**src/rtl/axi_rd_burst_splitter.sv**
```systemverilog
// axi_rd_burst_splitter
//   AXI4 read-path burst splitter. Upstream INCR bursts longer than MaxBeats
//   are reissued downstream as chained sub-bursts. Each sub-burst ends on a
//   MaxBeats*2^size byte boundary or on the last beat, so the first one may be
//   short. The downstream R beats are merged back into one burst per upstream
//   AR by suppressing r_last on all sub-bursts except the final one. FIXED,
//   WRAP, exclusive (lock) and short INCR bursts are forwarded unchanged.
//
//   Ports
//     clk_i, rst_ni      clock, async active-low reset
//     s_ar_*             upstream AR channel (slave side), s_ar_ready_o out
//     s_r_*              upstream R channel, s_r_ready_i in
//     m_ar_*             downstream AR channel (master side), registered
//     m_r_*              downstream R channel, m_r_ready_o out
//     busy_o             at least one upstream read is outstanding
//     split_cnt_o        saturating count of upstream ARs that were split
//
//   Build option
//     RD_SPLIT_PERF_EN   when defined, split_cnt_o is a live counter;
//                        otherwise it is tied to zero.
module axi_rd_burst_splitter #(
  parameter int unsigned AddrWidth = 64,
  parameter int unsigned DataWidth = 64,
  parameter int unsigned IdWidth   = 4,
  parameter int unsigned UserWidth = 1,
  parameter int unsigned MaxBeats  = 16,
  parameter int unsigned MaxTxns   = 4
) (
  input  logic                 clk_i,
  input  logic                 rst_ni,
  // upstream AR
  input  logic [IdWidth-1:0]   s_ar_id_i,
  input  logic [AddrWidth-1:0] s_ar_addr_i,
  input  logic [7:0]           s_ar_len_i,
  input  logic [2:0]           s_ar_size_i,
  input  logic [1:0]           s_ar_burst_i,
  input  logic                 s_ar_lock_i,
  input  logic [3:0]           s_ar_cache_i,
  input  logic [2:0]           s_ar_prot_i,
  input  logic [3:0]           s_ar_qos_i,
  input  logic [3:0]           s_ar_region_i,
  input  logic [UserWidth-1:0] s_ar_user_i,
  input  logic                 s_ar_valid_i,
  output logic                 s_ar_ready_o,
  // upstream R
  output logic [IdWidth-1:0]   s_r_id_o,
  output logic [DataWidth-1:0] s_r_data_o,
  output logic [1:0]           s_r_resp_o,
  output logic                 s_r_last_o,
  output logic [UserWidth-1:0] s_r_user_o,
  output logic                 s_r_valid_o,
  input  logic                 s_r_ready_i,
  // downstream AR
  output logic [IdWidth-1:0]   m_ar_id_o,
  output logic [AddrWidth-1:0] m_ar_addr_o,
  output logic [7:0]           m_ar_len_o,
  output logic [2:0]           m_ar_size_o,
  output logic [1:0]           m_ar_burst_o,
  output logic                 m_ar_lock_o,
  output logic [3:0]           m_ar_cache_o,
  output logic [2:0]           m_ar_prot_o,
  output logic [3:0]           m_ar_qos_o,
  output logic [3:0]           m_ar_region_o,
  output logic [UserWidth-1:0] m_ar_user_o,
  output logic                 m_ar_valid_o,
  input  logic                 m_ar_ready_i,
  // downstream R
  input  logic [IdWidth-1:0]   m_r_id_i,
  input  logic [DataWidth-1:0] m_r_data_i,
  input  logic [1:0]           m_r_resp_i,
  input  logic                 m_r_last_i,
  input  logic [UserWidth-1:0] m_r_user_i,
  input  logic                 m_r_valid_i,
  output logic                 m_r_ready_o,
  // status
  output logic                 busy_o,
  output logic [31:0]          split_cnt_o
);

  localparam int unsigned BeatLog = $clog2(MaxBeats);
  localparam int unsigned PtrW    = (MaxTxns > 1) ? $clog2(MaxTxns) : 1;
  localparam int unsigned OccW    = $clog2(MaxTxns + 1);

  localparam logic [0:0] ST_IDLE  = 1'b0;
  localparam logic [0:0] ST_ISSUE = 1'b1;
  localparam logic [1:0] BURST_INCR = 2'b01;

  typedef struct packed {
    logic [IdWidth-1:0]   id;
    logic [2:0]           size;
    logic [1:0]           burst;
    logic                 lock;
    logic [3:0]           cache;
    logic [2:0]           prot;
    logic [3:0]           qos;
    logic [3:0]           region;
    logic [UserWidth-1:0] user;
  } ar_attr_t;

  logic [0:0]           state_q, state_d;
  logic                 init_q;
  ar_attr_t             attr_q, attr_d;
  logic [AddrWidth-1:0] addr_q, addr_d;
  logic [7:0]           len_q, len_d;
  logic [8:0]           rem_q, rem_d;     // beats not yet issued after the current sub-burst
  logic [IdWidth-1:0]   out_id_q, out_id_d;

  // per-upstream-txn count of sub-bursts whose R last is still due
  logic [8:0]           cnt_q [MaxTxns];
  logic [8:0]           cnt_d [MaxTxns];
  logic [PtrW-1:0]      rd_ptr_q, rd_ptr_d, wr_ptr_q, wr_ptr_d;
  logic [OccW-1:0]      occ_q, occ_d;

  logic                 fifo_full, fifo_empty, accept, r_last_hs, pop;
  logic [8:0]           head_cnt;
  logic [8:0]           s_beats, s_to_bnd, s_first, s_nsub, nxt_sub;
  logic [BeatLog-1:0]   s_off;
  logic [9:0]           s_span;
  logic                 s_split;
  logic [AddrWidth-1:0] step;

  function automatic logic [PtrW-1:0] ptr_inc(input logic [PtrW-1:0] p);
    return (p == PtrW'(MaxTxns - 1)) ? '0 : p + 1'b1;
  endfunction

  assign fifo_full  = (occ_q == OccW'(MaxTxns));
  assign fifo_empty = (occ_q == '0);
  assign head_cnt   = cnt_q[rd_ptr_q];
  assign busy_o     = !fifo_empty;

  // Same-id restriction: downstream returns in AR order only within one id.
  assign s_ar_ready_o = init_q && (state_q == ST_IDLE) && !fifo_full &&
                        (fifo_empty || (s_ar_id_i == out_id_q));
  assign accept       = s_ar_valid_i && s_ar_ready_o;

  // First sub-burst geometry for the incoming AR.
  assign s_beats  = {1'b0, s_ar_len_i} + 9'd1;
  assign s_split  = (s_ar_burst_i == BURST_INCR) && !s_ar_lock_i && (s_beats > 9'(MaxBeats));
  assign s_off    = BeatLog'(s_ar_addr_i >> s_ar_size_i);
  assign s_to_bnd = 9'(MaxBeats) - 9'(s_off);
  assign s_first  = s_split ? s_to_bnd : s_beats;
  assign s_span   = 10'(s_off) + {1'b0, s_beats} + 10'(MaxBeats - 1);
  assign s_nsub   = s_split ? 9'(s_span >> BeatLog) : 9'd1;

  // After the first sub-burst the address is boundary aligned.
  assign step    = AddrWidth'({1'b0, len_q} + 9'd1) << attr_q.size;
  assign nxt_sub = (rem_q > 9'(MaxBeats)) ? 9'(MaxBeats) : rem_q;

  assign r_last_hs = m_r_valid_i && s_r_ready_i && m_r_last_i && !fifo_empty;
  assign pop       = r_last_hs && (head_cnt == 9'd1);

  always_comb begin
    state_d  = state_q;
    attr_d   = attr_q;
    addr_d   = addr_q;
    len_d    = len_q;
    rem_d    = rem_q;
    out_id_d = out_id_q;
    case (state_q)
      ST_IDLE: if (accept) begin
        attr_d   = '{s_ar_id_i, s_ar_size_i, s_ar_burst_i, s_ar_lock_i, s_ar_cache_i,
                     s_ar_prot_i, s_ar_qos_i, s_ar_region_i, s_ar_user_i};
        addr_d   = s_ar_addr_i;
        len_d    = 8'(s_first - 9'd1);
        rem_d    = s_beats - s_first;
        out_id_d = s_ar_id_i;
        state_d  = ST_ISSUE;
      end
      default: if (m_ar_ready_i) begin
        if (rem_q != '0) begin
          addr_d = addr_q + step;
          len_d  = 8'(nxt_sub - 9'd1);
          rem_d  = rem_q - nxt_sub;
        end else begin
          state_d = ST_IDLE;
        end
      end
    endcase
  end

  always_comb begin
    cnt_d    = cnt_q;
    rd_ptr_d = rd_ptr_q;
    wr_ptr_d = wr_ptr_q;
    occ_d    = occ_q;
    // push and head update never target the same slot: push needs a free
    // slot, head update needs a non-empty FIFO
    if (r_last_hs) cnt_d[rd_ptr_q] = head_cnt - 9'd1;
    if (accept) begin
      cnt_d[wr_ptr_q] = s_nsub;
      wr_ptr_d        = ptr_inc(wr_ptr_q);
    end
    if (pop) rd_ptr_d = ptr_inc(rd_ptr_q);
    occ_d = occ_q + OccW'(accept) - OccW'(pop);
  end

  always_ff @(posedge clk_i or negedge rst_ni) begin
    if (!rst_ni) begin
      state_q  <= ST_IDLE;
      init_q   <= 1'b0;
      attr_q   <= '0;
      addr_q   <= '0;
      len_q    <= '0;
      rem_q    <= '0;
      out_id_q <= '0;
      rd_ptr_q <= '0;
      wr_ptr_q <= '0;
      occ_q    <= '0;
      for (int i = 0; i < MaxTxns; i++) cnt_q[i] <= '0;
    end else begin
      state_q  <= state_d;
      init_q   <= 1'b1;
      attr_q   <= attr_d;
      addr_q   <= addr_d;
      len_q    <= len_d;
      rem_q    <= rem_d;
      out_id_q <= out_id_d;
      rd_ptr_q <= rd_ptr_d;
      wr_ptr_q <= wr_ptr_d;
      occ_q    <= occ_d;
      cnt_q    <= cnt_d;
    end
  end

  assign m_ar_valid_o  = (state_q == ST_ISSUE);
  assign m_ar_id_o     = attr_q.id;
  assign m_ar_addr_o   = addr_q;
  assign m_ar_len_o    = len_q;
  assign m_ar_size_o   = attr_q.size;
  assign m_ar_burst_o  = attr_q.burst;
  assign m_ar_lock_o   = attr_q.lock;
  assign m_ar_cache_o  = attr_q.cache;
  assign m_ar_prot_o   = attr_q.prot;
  assign m_ar_qos_o    = attr_q.qos;
  assign m_ar_region_o = attr_q.region;
  assign m_ar_user_o   = attr_q.user;

  assign s_r_valid_o = m_r_valid_i;
  assign m_r_ready_o = s_r_ready_i;
  assign s_r_id_o    = m_r_id_i;
  assign s_r_data_o  = m_r_data_i;
  assign s_r_resp_o  = m_r_resp_i;
  assign s_r_user_o  = m_r_user_i;
  assign s_r_last_o  = m_r_last_i && !fifo_empty && (head_cnt == 9'd1);

`ifdef RD_SPLIT_PERF_EN
  logic [31:0] split_cnt_q, split_cnt_d;
  always_comb begin
    split_cnt_d = split_cnt_q;
    if (accept && (s_nsub > 9'd1) && (split_cnt_q != '1)) split_cnt_d = split_cnt_q + 32'd1;
  end
  always_ff @(posedge clk_i or negedge rst_ni) begin
    if (!rst_ni) split_cnt_q <= '0;
    else         split_cnt_q <= split_cnt_d;
  end
  assign split_cnt_o = split_cnt_q;
`else
  assign split_cnt_o = '0;
`endif

endmodule

```
**config.mk**
```make
export PLATFORM = sky130hd
export DESIGN_NAME = axi_rd_burst_splitter
export DESIGN_NICKNAME = d
export VERILOG_FILES = /design/src/rtl/axi_rd_burst_splitter.sv
export SDC_FILE = /design/constraint.sdc
export NUM_CORES = 1
export LEC_CHECK = 0
export ABC_AREA = 1
export BUFFER_PORTS_ARGS = -buffer_cell sky130_fd_sc_hd__buf_2
export CORE_ASPECT_RATIO = 0.75
export CORE_MARGIN = 2
export CORE_UTILIZATION = 45
export DETAILED_ROUTE_END_ITERATION = 12
export GPL_ROUTABILITY_DRIVEN = 1
export PLACE_DENSITY_LB_ADDON = 0.05
export SETUP_SLACK_MARGIN = 0.2
export SLEW_MARGIN = 30
export SYNTH_ARGS = -nofsm -noshare
export SYNTH_HDL_FRONTEND = slang
export SYNTH_SLANG_ARGS = --single-unit
export TNS_END_PERCENT = 100
```
**constraint.sdc**
```tcl
create_clock -name clk_i -period 4.4 [get_ports clk_i]
set_input_delay 0.88 -clock clk_i [delete_from_list [all_inputs] [get_ports clk_i]]
set_output_delay 0.88 -clock clk_i [all_outputs]
set_load 0.01 [all_outputs]
```
## Yosys cells after proc, flatten, opt, wreduce, memory -nomap -nowiden

Index checks and enable logic that the tools add are counted.

- Bits in registers: 152
- Input port bits: 176
- Output and inout port bits: 207
- Logic and storage cells: 110

- Add/sub/neg operators: 15
- Order comparisons: 6
- Equal/unequal tests: 8
- Shifts and indexed selects: 2
- Mux-type cells: 32
- Bitwise gates (word level): 3
- Reductions and logical operators: 23

Operators with widths:

| operator | number |
|---|---|
| 64-bit 2-to-1 mux | 4 |
| 9-bit 2-to-1 mux | 10 |
| 36-bit bitwise mux | 2 |
| 36-bit 2-to-1 mux | 2 |
| 64-bit adder | 1 |
| 9-bit by 3-bit left shift with 64-bit output | 1 |
| 64-bit by 3-bit right shift with 4-bit output | 1 |
| 9-bit demux with 2-bit select | 2 |
| 8-bit 2-to-1 mux | 4 |
| 8-bit by 1-bit adder with 9-bit output (second input constant) | 2 |
| 9-bit binary-select mux with 2-bit select | 1 |
| 9-bit by 5-bit greater-than comparator with 1-bit output (second input constant) | 2 |
| 9-bit subtractor | 2 |
| 8-bit by 1-bit subtractor with 8-bit output (second input constant) | 2 |
| 1-bit logical AND | 14 |
| 10-bit by 4-bit adder with 10-bit output (second input constant) | 1 |
| 4-bit by 9-bit adder with 10-bit output | 1 |
| 9-bit by 1-bit equality test with 1-bit output (second input constant) | 1 |
| 9-bit nonzero test | 1 |
| 9-bit by 1-bit subtractor with 9-bit output (second input constant) | 1 |
| 3-bit >= comparator (second input constant) | 2 |
| 3-bit by 1-bit < comparator with 1-bit output (second input constant) | 2 |
| 6-bit 2-to-1 mux | 1 |
| 2-bit inverter with 3-bit output | 2 |
| other kinds (19) | 27 |

## Logic depth before layout (Yosys ltp)

- Depth in word-level cells: 9
- Mapped depth: 27
- Mapped depth without buffers: 27

## Worst setup path before layout

No wires, ideal clock.

- Kind: register to register
- From: reg len_q[0] (netlist: m_ar_len_o[0])
- To: reg addr_q[48] (netlist: m_ar_addr_o[48])
- Library setup time: 0.123 ns
- Arrival time: 3.364 ns
- Data required time: 4.277 ns
- Slack: 0.913 ns
- Cell stages (with the launch flop): 26
- Path buffers: 0
- Period minus slack after synthesis: 3.487 ns
- Path through: dfrtp_1 > inv_1 > nor2_1 > nand3_1 > nand3b_1 > xor2_1 > inv_1 > nand2_1 > o21ai_0 > o21ai_0 > mux2i_1 > ha_1 > inv_1 > o21ai_0 > a21oi_1 > o21ai_0 > nand2_1 > nand2_1 > nand2_1 > nor2_2 > nand2_1 > nor2_2 > nand2_1 > xor2_1 > nor2_1 > o21ai_1

- Longest elaborated chain between the ends: 6

Ends and longest elaborated chain:

| what | RTL line | RTL |
|---|---|---|
| from (decl) | 104 | `logic [7:0] len_q, len_d;` |
| from (signal assigned) | 215 | `len_q <= len_d;` |
| 8-bit by 1-bit adder with 9-bit output | 146 | `assign step = AddrWidth'({1'b0, len_q} + 9'd1) << attr_q.size;` |
| 9-bit by 3-bit left shift with 64-bit output | 146 |  |
| 64-bit adder | 171 | `addr_d = addr_q + step;` |
| 64-bit 2-to-1 mux | 170 | `if (rem_q != '0) begin` |
| 64-bit 2-to-1 mux | 169 | `default: if (m_ar_ready_i) begin` |
| 64-bit 2-to-1 mux | 159 | `case (state_q)` |
| to (signal assigned) | 214 | `addr_q <= addr_d;` |
| to (decl) | 103 | `logic [AddrWidth-1:0] addr_q, addr_d;` |

Every way passes these cells. The select of a mux whose other input is x is not followed.
A chain may end at the register's enable or synchronous reset.

## Worst setup path in the final report

- From: reg len_q[1] (netlist: m_ar_len_o[1])
- To: reg addr_q[52] (netlist: m_ar_addr_o[52])

The elaborated chain is that of the path after synthesis.

==> results.cfg <==
[synthesis]
postSynthAreaPerCell_sq_um = 6.613
synth_area_sq_um = 12550
ys_ff_latch = 152
yosys_warnings = 0
ys.flop_type = dfrtp_1
netlist_instances = 1898
synth.yosys.seq_area_share_pct = 30.30
synth_edf_count = 0
synthArstFlopShare_pct = 100.0
synth_cell_types = 53

[setup_path]
cp_common_cell = nand2_1
crit_family = simple AND/OR/NAND/NOR gates
r2r_slack_ns = 0.43
crit_path_end_kind = flop
worstPathMaxFanout = 4
crit_path_start_kind = flop
cp_num_cells = 25
setup.worst_path.start = m_ar_len_o[1]
cp.required_ns = 4.72
critPathCapture = m_ar_addr_o[52]
worst_r2r_endpoint = m_ar_addr_o[52]
worst_path_largest_cell_delay_ns = 0.40
slowest_stage = dfrtp_1
cp.buffers_inverters = 2
crit_type = flop to flop
reg2regPathDepth = 25
rr_startpoint = m_ar_len_o[1]
worstPathArrival_ns = 4.29

[job]
drv_cap = 0

[die]
die_y_um = 148.6
start_util_pct = 46.15
core_area_sq_um = 27200
dieArea_sq_um = 29260
num_rows = 52
die_w_um = 196.9
io_pins = 383

[clock_network]
cts-root-buf = clkbuf_16
cts_tree = built
cts_max_level = 4
cts.clk_slew.worst_paths_ns = 0.07
clk_path_buf_depth = 2
tritoncts_num_sinks = 152
worstSkewPairLatency_ns = 0.45
numCtsBuffers = 17

[run_status]
outcome = completed

[timing]
finalCritPeriodShare_pct = 90.13
post-route-min-period_ns = 3.966
tightest_slew_ns = 0.8870
hold_violations = 0
slew_viol_final = 0
max-slew-margin-rel_pct = 40.87
finalClockSkew_ns = 0.01707
rsz0062_at_grt = yes
setup_tns_ns = 0
setup-violations-final = 0
fmax_mhz = 252.2

[grt]
grt_pass1_vias = 11410
grt.overflow.total = 0
grt_max_degree = 95
antenna_found_initial = 0
grt_use_total_pct = 28.21
grt_pass1_wl_um = 64310

[route]
drtPass1Iterations = 5
drt_iter0_markers = 1100
route.vias.total = 12790
vias_per_cell = 5.380
routed_wl_um = 41380
drcViolationCount = 0
wl_per_cell_um = 17.41
ant_nets = 0

[cells_and_area]
drive_gt1_share_pct = 15.50
area_delta_synth_final_pct = 11.26
final_util_pct = 51.35
nets = 2235
mostFrequentLayoutCells = 524 x nand2_1, 232 x inv_1, 207 x buf_2, 172 x nor2_1
diodes = 0
final_common_cell = nand2_1
post-route-cell-area_sq_um = 13970

[placement]
place_area_sq_um = 13280
globalplace.congestion = 0.9888
hpwl_um = 31850
io_buffer_count = 208

[worst_hold_path]
hold_path_class = flop to flop

[power]
p_leak_nw = 7.152
pwr_density_cell_nw_per_um2 = 662.1
peakVddDrop_uv = 341.6
## report_power, final
part / internal [mW] / switching, mW
combinational: 1.77 / 3.26
sequential: 1.97 / 0.678
clock: 0.914 / 0.661
total: 4.65 / 4.60
## routing by layer
layer | vias to the layer above | track usage, % | wire length [um]
met5 | - | 0 | 0
met4 | 0 | 5.188 | 383
met3 | 43 | 5.896 | 3731
met2 | 551 | 37.54 | 16130
met1 | 5958 | 45.91 | 21130
li1 | 6236 | - | -
## tightest hold or removal path: stages, from the launching register on
cell	delay, ns
dfrtp_1	0.34
nand2_1	0.05
nand2_1	0.06
## cell type report
type / instances / area [sq um]
fillers: 2827 / 13230
well taps: 351 / 439.2
clock buffers: 19 / 442.9
flip-flops and latches: 152 / 3807
inverters: 236 / 888.4
multi-input cells: 1375 / 6985
repair buffers: 231 / 1235
clock inverters: 13 / 167.7
## worst min path at each step
stage,startpoint,cells after the start,endpoint
6_report,rem_q[7],2,rem_q[7]
5_1_grt,m_ar_region_o[1],2,m_ar_region_o[1]
4_1_cts,m_ar_qos_o[3],2,m_ar_qos_o[3]
3_5_place_dp,m_ar_qos_o[3],2,m_ar_qos_o[3]
3_3_place_gp,m_ar_cache_o[3],2,m_ar_cache_o[3]
2_1_floorplan,rem_q[7],2,rem_q[7]
## sequential cells by signal, indices dropped and copies added, names as in the netlist, 3 cells and up
signal,cells
out_id_q,4
m_ar_len_o,8
m_ar_prot_o,3
occ_q,3
m_ar_size_o,3
m_ar_qos_o,4
m_ar_cache_o,4
rem_q,9
m_ar_addr_o,64
m_ar_region_o,4
cnt_q,36
## stage by stage
stage	setup slack [ns]	hold slack, ns	power [mW]	instances
4_1_cts	0.2427	0.4876	9.137	2374
5_1_grt	0.1433	0.5105	10.02	2377
3_5_place_dp	0.3170	0.4648	7.517	2342
2_1_floorplan	0.9130	0.4488	5.870	1930
6_report	0.4342	0.4859	9.247	2377
3_3_place_gp	0.4227	0.4615	7.497	2342
## kinds of logic (layout without fill, tap and decap cells)
group                    count (synthesis)  in the layout  synth area share (%)
XOR/XNOR                                44             44                 3.130
multiplexers                             6              6                0.4785
AND/OR/NAND/NOR                        919            919                 30.72
other                                    2             34               0.05983
adder cells (fa/ha/maj)                 46             46                 4.765
AO/OA/AOI/OAI                          326            326                 15.10
flip-flops                             152            152                 30.30
buffers and inverters                  403            499                 15.44
## synthesized netlist by cell type (5+ instances only)
library cell / number / share of area, %
nand3_2: 5 / 0.40
nand3_1: 110 / 4.4
clkbuf_1: 45 / 1.3
mux2i_1: 6 / 0.48
o211ai_1: 36 / 2.2
o22ai_1: 15 / 0.75
o221ai_1: 5 / 0.35
or2_2: 10 / 0.50
nand4_1: 23 / 1.1
ha_1: 43 / 4.3
buf_1: 6 / 0.18
inv_1: 232 / 6.9
xor2_1: 35 / 2.4
o21bai_1: 6 / 0.36
dfrtp_1: 152 / 30
nor2_1: 174 / 5.2
o21ai_1: 9 / 0.36
nand2_1: 528 / 16
o21ai_0: 159 / 6.3
nor3_1: 41 / 1.6
nor4_1: 6 / 0.30
a21oi_1: 58 / 2.3
a31oi_1: 10 / 0.50
nand3b_1: 7 / 0.42
buf_4: 106 / 6.3
buf_2: 8 / 0.32
xnor2_1: 8 / 0.56
o21ai_2: 5 / 0.35
## what timing repair did
item                                    4_1_cts  5_1_grt
resized for setup                             0       21
endpoints found under the setup margin        0       32
hold buffers                                  0        0
buffers inserted                              0        3
endpoints found under the hold margin         0        0
(Power assumes the default switching activity.)
